**src/rtl/intel_hex_loader.sv**
```systemverilog
// intel_hex_loader: byte-serial Intel HEX parser emitting one {addr,data} write strobe per data byte
module intel_hex_loader (
  input  logic        i_clk,
  input  logic        rst_n,
  input  logic        i_en,
  input  logic [7:0]  i_data,
  output logic [15:0] o_addr,
  output logic [7:0]  o_data,
  output logic        o_data_valid,
  output logic        o_idle,
  output logic [2:0]  o_error_code,
  output logic        o_parse_complete
);
  localparam logic [2:0] S_WAIT = 3'd0, S_LEN = 3'd1, S_ADDR = 3'd2,
                         S_TYPE = 3'd3, S_DATA = 3'd4, S_CSUM = 3'd5;
  logic [2:0]  state;
  logic [2:0]  typ;
  logic [3:0]  hi;
  logic        lo;
  logic [7:0]  len, bcnt, csum;
  logic [15:0] rec_addr;
  logic        is_hex, ws;
  logic [3:0]  nib;
  logic [7:0]  byte_v, csum_n;
  always_comb begin
    is_hex = (i_data >= "0" && i_data <= "9") || (i_data >= "A" && i_data <= "F") ||
             (i_data >= "a" && i_data <= "f");
    ws     = i_data == 8'h0D || i_data == 8'h0A || i_data == 8'h20 || i_data == 8'h09;
    nib    = (i_data <= "9") ? i_data[3:0] : i_data[3:0] + 4'd9;
    byte_v = {hi, nib};
    csum_n = csum + byte_v;
  end
  assign o_idle = (state == S_WAIT);
  always_ff @(posedge i_clk or negedge rst_n) begin
    if (!rst_n) begin
      state            <= S_WAIT;
      typ              <= '0;
      hi               <= '0;
      lo               <= 1'b0;
      len              <= '0;
      bcnt             <= '0;
      csum             <= '0;
      rec_addr         <= '0;
      o_addr           <= '0;
      o_data           <= '0;
      o_data_valid     <= 1'b0;
      o_error_code     <= '0;
      o_parse_complete <= 1'b0;
    end else begin
      o_data_valid <= 1'b0;
      if (i_en) begin
        if (state == S_WAIT) begin
          if (i_data == ":") begin
            o_error_code     <= '0;
            o_parse_complete <= 1'b0;
            csum             <= '0;
            lo               <= 1'b0;
            state            <= S_LEN;
          end else if (!ws) o_error_code <= 3'd1;
        end else if (i_data == ":") begin
          // a stray ':' is flagged but still opens a fresh record
          o_error_code <= 3'd4;
          csum         <= '0;
          lo           <= 1'b0;
          state        <= S_LEN;
        end else if (!is_hex) begin
          o_error_code <= 3'd4;
          state        <= S_WAIT;
        end else if (!lo) begin
          hi <= nib;
          lo <= 1'b1;
        end else begin
          lo   <= 1'b0;
          csum <= csum_n;
          case (state)
            S_LEN: begin
              len   <= byte_v;
              bcnt  <= '0;
              state <= S_ADDR;
            end
            S_ADDR: begin
              if (bcnt == 8'd0) begin
                rec_addr[15:8] <= byte_v;
                bcnt           <= 8'd1;
              end else begin
                rec_addr[7:0] <= byte_v;
                state         <= S_TYPE;
              end
            end
            S_TYPE: begin
              bcnt <= '0;
              if (byte_v > 8'd5) begin
                o_error_code <= 3'd3;
                state        <= S_WAIT;
              end else begin
                typ   <= byte_v[2:0];
                state <= (len == 8'd0) ? S_CSUM : S_DATA;
              end
            end
            S_DATA: begin
              if (typ == 3'd0) begin
                o_data       <= byte_v;
                o_addr       <= rec_addr + {8'd0, bcnt};
                o_data_valid <= 1'b1;
              end
              bcnt  <= bcnt + 8'd1;
              state <= (bcnt + 8'd1 == len) ? S_CSUM : S_DATA;
            end
            S_CSUM: begin
              state <= S_WAIT;
              if (csum_n != 8'd0) o_error_code <= 3'd2;
              else if (typ == 3'd1) o_parse_complete <= 1'b1;
            end
            default: state <= S_WAIT;
          endcase
        end
      end
    end
  end
endmodule

```
**config.mk**
```make
export PLATFORM = sky130hd
export DESIGN_NAME = intel_hex_loader
export DESIGN_NICKNAME = d
export VERILOG_FILES = /design/src/rtl/intel_hex_loader.sv
export SDC_FILE = /design/constraint.sdc
export NUM_CORES = 1
export LEC_CHECK = 0
export CORE_ASPECT_RATIO = 0.8
export CORE_MARGIN = 2
export CORE_UTILIZATION = 40
export CTS_BUF_LIST = sky130_fd_sc_hd__clkbuf_8
export CTS_CLUSTER_DIAMETER = 200
export DETAILED_ROUTE_END_ITERATION = 10
export GPL_TIMING_DRIVEN = 0
export PLACE_DENSITY = 0.69
export REMOVE_ABC_BUFFERS = 1
export SKIP_CTS_REPAIR_TIMING = 1
export SYNTH_ARGS = -nofsm -noshare
export SYNTH_HDL_FRONTEND = slang
export SYNTH_SLANG_ARGS = --single-unit
```
**constraint.sdc**
```tcl
create_clock -name i_clk -period 7.03 [get_ports i_clk]
set_clock_uncertainty 0.1 [all_clocks]
set_input_delay 1.406 -clock i_clk [delete_from_list [all_inputs] [get_ports i_clk]]
set_output_delay 1.406 -clock i_clk [all_outputs]
set_load 0.01 [all_outputs]
```
==> run summary, run 1 <==
RUN STATUS
------------------------------------------------------------------------------
Run status                                                        finished, final reports clean

POWER AND IR DROP
------------------------------------------------------------------------------
Maximum vdd drop                                                    0.000113 V
P per Cell Area                                                     163 nW/µm²
Static leakage power                                                   2.59 nW
Overall power                                                           907 µW

SETUP PATH
------------------------------------------------------------------------------
Setup CP Type                                                     input pin to flip-flop
Required time at the endpoint of the critical path                     7200 ps
R2r startpoint                                                        state[2]
Startpoint type of the worst setup path                              input pin
Critical path endpoint category                                      flip-flop
Arrival time at the worst endpoint                                     5690 ps
Largest fanout on the critical path                                          7
Worst setup path startpoint                                          i_data[1]

FLOORPLANNING
------------------------------------------------------------------------------
Die area                                                            13,000 µm²
Effective utilization at floorplan                                       41.5%
Width of the die                                                        127 µm
Top Ports                                                                   41
Rows                                                                        35
Vertical die dimension                                                  102 µm
Core box area                                                       11,600 µm²

CLOCK NETWORK
------------------------------------------------------------------------------
Worst-path clk slew                                                      90 ps
Insertion delay to the later sink of the worst-skew pair                370 ps
Cell chosen for the clock root                                    sky130_fd_sc_hd__clkbuf_8
Maximum root-to-sink buffer count                                            2
TritonCTS buffer count                                                       9
Htree depth                                                                  3
Clk sink count                                                              80
TritonCTS clock tree                                                       yes

LOGIC SYNTHESIS
------------------------------------------------------------------------------
Post-synthesis cell type count                                              70
#FFs+latches synth                                                          80
Sequential fraction of the synthesis area                                41.5%
Syn_area_per_cell                                                     9.50 µm²
Biggest area contributors in the synthesized netlist              sky130_fd_sc_hd__dfrtp_1 41%, sky130_fd_sc_hd__ha_1 5.7%, sky130_fd_sc_hd__nand2_1 5.4%
Cell area after technology mapping                                    4830 µm²
Post-synthesis cell count                                                  508
Area share of the largest cell type after synthesis                      41.5%
Warnings from Yosys                                                          0
Number of synthesized flops with an enable pin                               0
Leading register cell type out of synthesis                       sky130_fd_sc_hd__dfrtp_1
Share of synthesized registers carrying an async set or reset             100%
Largest area contributor in the netlist                           sky130_fd_sc_hd__dfrtp_1

GLOBAL ROUTE
------------------------------------------------------------------------------
Initial antenna violation count                                              0
All-Layer GR Usage                                                       18.5%
GR Overflow Total                                                            0
Maximum number of pins on one net before global-route repair                60
Via count of the first global-routing pass                               3,805
First-pass GRT wire length                                             19.1 mm

TIMING
------------------------------------------------------------------------------
Slew at the pin closest to its max-slew limit                          1170 ps
Tmin final                                                             5530 ps
Setup violations, final                                                      0
Post-route fraction of the period consumed by the critical path          78.6%
Final Hold Violating Endpoints                                               0
Timing-limited maximum frequency                                     0.181 GHz
Setup TNS                                                                 0 ps
Tightest hold margin                                                    378 ps
Unrepaired setup endpoints after global routing                          false
Worst rel slew slack                                                     22.1%
Max-slew violation count                                                     0

PLACE
------------------------------------------------------------------------------
HPWL after detailed placement                                          8.12 mm
Final estimated routing congestion in global placement                   0.913
Number of port buffers                                                      40

FINAL LAYOUT
------------------------------------------------------------------------------
Commonest non-fill, non-tap cell in the layout                    sky130_fd_sc_hd__dfrtp_1
Layout cell share with drive strength beyond 1                           9.32%
Final core area utilization                                              47.8%
Nets                                                                       577
Commonest cells after routing, fill and taps aside                80 x sky130_fd_sc_hd__dfrtp_1, 70 x sky130_fd_sc_hd__nand2_1, 39 x sky130_fd_sc_hd__clkdlybuf4s50_1
Antenna cell count                                                           0
Layout Area Growth over Synthesis                                        15.3%

FLOW RUN
------------------------------------------------------------------------------
Max-capacitance violation count                                              0

DETAILED ROUTING
------------------------------------------------------------------------------
Starting DRC count in detailed routing                                     231
First drt pass iteration count                                               4
Total number of vias                                                     3,822
Remaining antenna violation count after routing                              0
Average wire per cell in the routed design                             16.0 µm
DR vias/cell                                                              5.50
Remaining design rule violation count                                        0
Drt total wl                                                           11.2 mm

HOLD PATH
------------------------------------------------------------------------------
Class of the worst hold path                                      flip-flop to flip-flop
Startpoint of the tightest hold check path                           o_addr[0]

[synthesized netlist by cell type (4+ instances only)]
| library cell | n |
|---|---|
| sky130_fd_sc_hd__xor2_1 | 4 |
| sky130_fd_sc_hd__a21oi_1 | 23 |
| sky130_fd_sc_hd__mux2_2 | 10 |
| sky130_fd_sc_hd__nand3_1 | 18 |
| sky130_fd_sc_hd__or2_2 | 4 |
| sky130_fd_sc_hd__a211oi_1 | 4 |
| sky130_fd_sc_hd__a2111oi_0 | 4 |
| sky130_fd_sc_hd__mux2_4 | 7 |
| sky130_fd_sc_hd__o21ai_1 | 8 |
| sky130_fd_sc_hd__nor2b_1 | 6 |
| sky130_fd_sc_hd__nand2b_1 | 9 |
| sky130_fd_sc_hd__nand4_1 | 5 |
| sky130_fd_sc_hd__o31ai_1 | 8 |
| sky130_fd_sc_hd__and3_1 | 8 |
| sky130_fd_sc_hd__nor3_1 | 7 |
| sky130_fd_sc_hd__clkbuf_1 | 15 |
| sky130_fd_sc_hd__and2_1 | 7 |
| sky130_fd_sc_hd__inv_1 | 20 |
| sky130_fd_sc_hd__a21o_1 | 6 |
| sky130_fd_sc_hd__nor4_1 | 6 |
| sky130_fd_sc_hd__a22o_1 | 6 |
| sky130_fd_sc_hd__nand2_1 | 70 |
| sky130_fd_sc_hd__o21ai_0 | 37 |
| sky130_fd_sc_hd__dfrtp_1 | 80 |
| sky130_fd_sc_hd__nor2_1 | 26 |
| sky130_fd_sc_hd__ha_1 | 22 |
| sky130_fd_sc_hd__mux2_1 | 11 |
| sky130_fd_sc_hd__xnor2_1 | 21 |
[per-layer routing]
metal	vias up	part of all wire [%]	track usage, %	wire [µm]
li1	1885	-	-	-
met1	1827	50	26.6	5580
met2	97	44	28.1	4880
met3	13	5.1	4.71	570
met4	0	1.1	4.73	120
met5	-	0	0	0
[registers in the layout, indices dropped and copies added (netlist names)]
signal / count
o_addr: 16
rec_addr: 16
bcnt: 8
csum: 8
len: 8
o_data: 8
hi: 4
o_error_code: 3
state: 3
typ: 3
lo: 1
o_data_valid: 1
o_parse_complete: 1
[final timing paths]
kind	depth (start not counted)	to	slack, ps
hold / removal	2	o_addr[0]	380
max in group asynchronous	2	o_data[3]	5430
setup reg to reg	7	o_addr[11]	3530
min in group asynchronous	1	o_addr[4]	820
hold reg to reg	2	o_addr[0]	380
setup / recovery	16	o_error_code[1]	1500
[worst max-delay path: stages]
cell and delay [ps]:
sky130_fd_sc_hd__clkdlybuf4s50_1 560, sky130_fd_sc_hd__inv_1 90, sky130_fd_sc_hd__ha_1 250, sky130_fd_sc_hd__o21bai_4 190, sky130_fd_sc_hd__a21oi_2 110, sky130_fd_sc_hd__xnor2_1 820
sky130_fd_sc_hd__ha_1 320, sky130_fd_sc_hd__inv_1 60, sky130_fd_sc_hd__fa_1 400, sky130_fd_sc_hd__nor2b_1 220, sky130_fd_sc_hd__o211a_1 200, sky130_fd_sc_hd__o211ai_1 130
sky130_fd_sc_hd__nor4_1 380, sky130_fd_sc_hd__a41o_1 300, sky130_fd_sc_hd__nor2_1 60, sky130_fd_sc_hd__o22a_1 170
[layout make-up]
cell class | instances | area [µm²]
Clock buffer | 10 | 138
Tap cell | 148 | 185
Sequential cell | 80 | 2000
Fill cell | 1106 | 6080
Multi-Input combinational cell | 390 | 2670
Timing Repair Buffer | 41 | 425
Clock inverter | 6 | 66.3
Inverter | 20 | 75.1
[metrics by stage]
step           area, µm²  setup WS (ps)  instances
3_5_place_dp        5360           1200        679
6_report            5570           1500        695
3_3_place_gp        5340           1270        678
2_1_floorplan       4750           2660        490
4_1_cts             5570           1600        695
5_1_grt             5570           1320        695
[cell families after synthesis]
| family | synth area share, % |
|---|---|
| compound gates | 17.7 |
| xor+xnor | 4.53 |
| fa+ha+maj | 6.53 |
| buf+inv | 3.16 |
| flops | 41.5 |
| mux | 7.49 |
| simple gates | 19.1 |
[power by group]
part           internal, mW  leakage (nW)  switching, mW  total, mW
combinational        0.0303          1.39         0.0483     0.0787
sequential            0.464          1.09         0.0102      0.474
clock                 0.175         0.107          0.179      0.354
No activity file was read; power rests on OpenSTA's default activity.
==> run 2: changes to the inputs <==
--- a/config.mk
+++ b/config.mk
@@ -12,7 +12,7 @@
 export CTS_CLUSTER_DIAMETER = 200
 export DETAILED_ROUTE_END_ITERATION = 10
 export GPL_TIMING_DRIVEN = 0
-export PLACE_DENSITY = 0.69
+export PLACE_DENSITY = 0.71
 export REMOVE_ABC_BUFFERS = 1
 export SKIP_CTS_REPAIR_TIMING = 1
 export SYNTH_ARGS = -nofsm -noshare
==> constraint.sdc (replaced) <==
create_clock -name i_clk -period 5.08 [get_ports i_clk]
set_clock_uncertainty 0.1 [all_clocks]
set_input_delay 1.016 -clock i_clk [delete_from_list [all_inputs] [get_ports i_clk]]
set_output_delay 1.016 -clock i_clk [all_outputs]
set_load 0.01 [all_outputs]
==> run 2 against run 1 <==
- setup slack got worse by 1300 ps
- critical path depth decreased by 2
- final cell count unchanged
- total power increased by 37%
- largest cell class unchanged
- highest routed layer unchanged
==> run summary, run 2 (same netlist as run 1, synthesis figures left out) <==
TIMING
------------------------------------------------------------------------------
Tightest hold margin                                                    382 ps
Smallest setup slack after layout                                       241 ps
Post-route fraction of the period consumed by the critical path          95.3%
Timing-limited maximum frequency                                     0.207 GHz
Max-slew violation count                                                     0
Worst rel slew slack                                                     48.0%
Unrepaired setup endpoints after global routing                          false
Slew at the pin closest to its max-slew limit                           778 ps
Setup violations, final                                                      0
Final Hold Violating Endpoints                                               0
Tmin final                                                             4840 ps

FLOORPLANNING
------------------------------------------------------------------------------
Top Ports                                                                   41
Vertical die dimension                                                  102 µm
Die area                                                            13,000 µm²
Rows                                                                        35
Width of the die                                                        127 µm
Effective utilization at floorplan                                       41.5%
Core box area                                                       11,600 µm²

GLOBAL ROUTE
------------------------------------------------------------------------------
Via count of the first global-routing pass                               3,890
Initial antenna violation count                                              0
All-Layer GR Usage                                                       18.4%
GR Overflow Total                                                            0
Maximum number of pins on one net before global-route repair                61
First-pass GRT wire length                                             18.9 mm

SETUP PATH
------------------------------------------------------------------------------
Largest fanout on the critical path                                          6
Startpoint type of the worst setup path                              input pin
Critical path endpoint category                                      flip-flop
Arrival time at the worst endpoint                                     5000 ps
Required time at the endpoint of the critical path                     5240 ps
Setup slack, reg-to-reg                                                1980 ps
Worst Reg2Reg Path Length in Cells                                           7
R2r startpoint                                                        state[2]
Setup CP Type                                                     input pin to flip-flop
Critical register-to-register path endpoint                         o_addr[13]

CLOCK NETWORK
------------------------------------------------------------------------------
TritonCTS clock tree                                                       yes
Htree depth                                                                  3
Maximum root-to-sink buffer count                                            2
Insertion delay to the later sink of the worst-skew pair                360 ps
Worst-path clk slew                                                      80 ps
TritonCTS buffer count                                                       9
Clk sink count                                                              80
Cell chosen for the clock root                                    sky130_fd_sc_hd__clkbuf_8

HOLD PATH
------------------------------------------------------------------------------
Class of the worst hold path                                      flip-flop to flip-flop
Worst hold path endpoint                                            o_addr[10]
Worst Hold Depth                                                             2
Startpoint of the tightest hold check path                          o_addr[10]

PLACE
------------------------------------------------------------------------------
Number of port buffers                                                      40
Pre-CTS setup slack                                                    -362 ps
Final estimated routing congestion in global placement                   0.934
HPWL after detailed placement                                          8.20 mm
Instance area after placement                                         5360 µm²

POWER AND IR DROP
------------------------------------------------------------------------------
P per Cell Area                                                     222 nW/µm²
Portion of total power attributed to combinational logic                  9.1%
Clock Power Share                                                        37.9%
Static leakage power                                                   2.59 nW
Internal Pwr Total                                                      912 µW
Sw power                                                                326 µW
Sequential fraction of design power                                      53.0%
Maximum vdd drop                                                    0.000127 V
Switching part of the total power                                        26.3%

FINAL LAYOUT
------------------------------------------------------------------------------
Layout Area Growth over Synthesis                                        15.7%
Layout cell share with drive strength beyond 1                           9.69%
Final core area utilization                                              47.9%
Commonest cells after routing, fill and taps aside                80 x sky130_fd_sc_hd__dfrtp_1, 69 x sky130_fd_sc_hd__nand2_1, 39 x sky130_fd_sc_hd__clkdlybuf4s50_1
Largest registers in the final layout                             o_addr: 16 flops, rec_addr: 16 flops
Commonest non-fill, non-tap cell in the layout                    sky130_fd_sc_hd__dfrtp_1
Layout Cell Area excl Fill                                            5580 µm²
Antenna cell count                                                           0
Total of fill cells in the finished design                               1,076
Nets                                                                       577

DETAILED ROUTING
------------------------------------------------------------------------------
Average wire per cell in the routed design                             16.4 µm
First drt pass iteration count                                               6
Remaining antenna violation count after routing                              0
Total number of vias                                                     3,961
DR vias/cell                                                              5.70
Remaining design rule violation count                                        0
Drt total wl                                                           11.4 mm
Starting DRC count in detailed routing                                     288

RUN STATUS
------------------------------------------------------------------------------
Run status                                                        finished, final reports clean

FLOW RUN
------------------------------------------------------------------------------
Max-capacitance violation count                                              0

==> run 2: how the worst max path moves through the flow <==
stage	end	slack (ps)	cells after the start	startpoint
6_report	o_error_code[1]	240	14	i_data[0]
5_1_grt	o_error_code[1]	30	14	i_data[0]
4_1_cts	o_error_code[1]	40	16	i_data[1]
3_5_place_dp	o_error_code[1]	-360	16	i_data[1]
3_3_place_gp	o_error_code[1]	-220	16	i_data[1]
2_1_floorplan	o_error_code[1]	1100	15	i_data[1]
==> run 2: through the flow <==
stage | total power [mW] | instances | TNS, ps
3_3_place_gp | 0.772 | 678 | -481
3_5_place_dp | 0.777 | 679 | -936
5_1_grt | 1.29 | 695 | 0
6_report | 1.24 | 695 | 0
4_1_cts | 1.24 | 695 | 0
2_1_floorplan | 0.721 | 490 | 0
==> run 2: final cells by class <==
cell class	instances	area, µm²	share of cell area (%)
Clock inverter	7	70.1	1.25
Sequential cell	80	2000	35.9
Inverter	20	75.1	1.34
Timing Repair Buffer	41	425	7.62
Tap cell	148	185	3.32
Clock buffer	9	124	2.22
Multi-Input combinational cell	390	2700	48.4
==> run 2: power by group through the flow <==
stage                     clock network (mW)  registers, mW  logic, mW
final                                  0.469          0.656      0.113
after global routing                   0.510          0.658      0.124
after CTS                              0.479          0.656      0.109
after detailed placement                   0          0.668      0.109
after global placement                     0          0.669      0.103
after floorplan                            0          0.664     0.0573
==> run 2: critical path, stage by stage <==
cell	delay, ps
sky130_fd_sc_hd__clkdlybuf4s50_1	660
sky130_fd_sc_hd__ha_1	320
sky130_fd_sc_hd__o21bai_4	110
sky130_fd_sc_hd__a21oi_4	280
sky130_fd_sc_hd__mux2_2	360
sky130_fd_sc_hd__inv_1	250
sky130_fd_sc_hd__fa_1	500
sky130_fd_sc_hd__nor2b_1	240
sky130_fd_sc_hd__o211a_1	190
sky130_fd_sc_hd__o211ai_1	130
sky130_fd_sc_hd__nor4_1	410
sky130_fd_sc_hd__a41o_1	290
sky130_fd_sc_hd__nor2_1	60
sky130_fd_sc_hd__o22a_1	170
==> run 2: per-layer routing <==
layer,GRT usage [%],wire (µm),up-vias
met3,5.55,683,25
met1,24.8,5410,1914
met4,7.35,229,0
met2,28.0,5080,133
met5,0,0,-
li1,-,-,1889
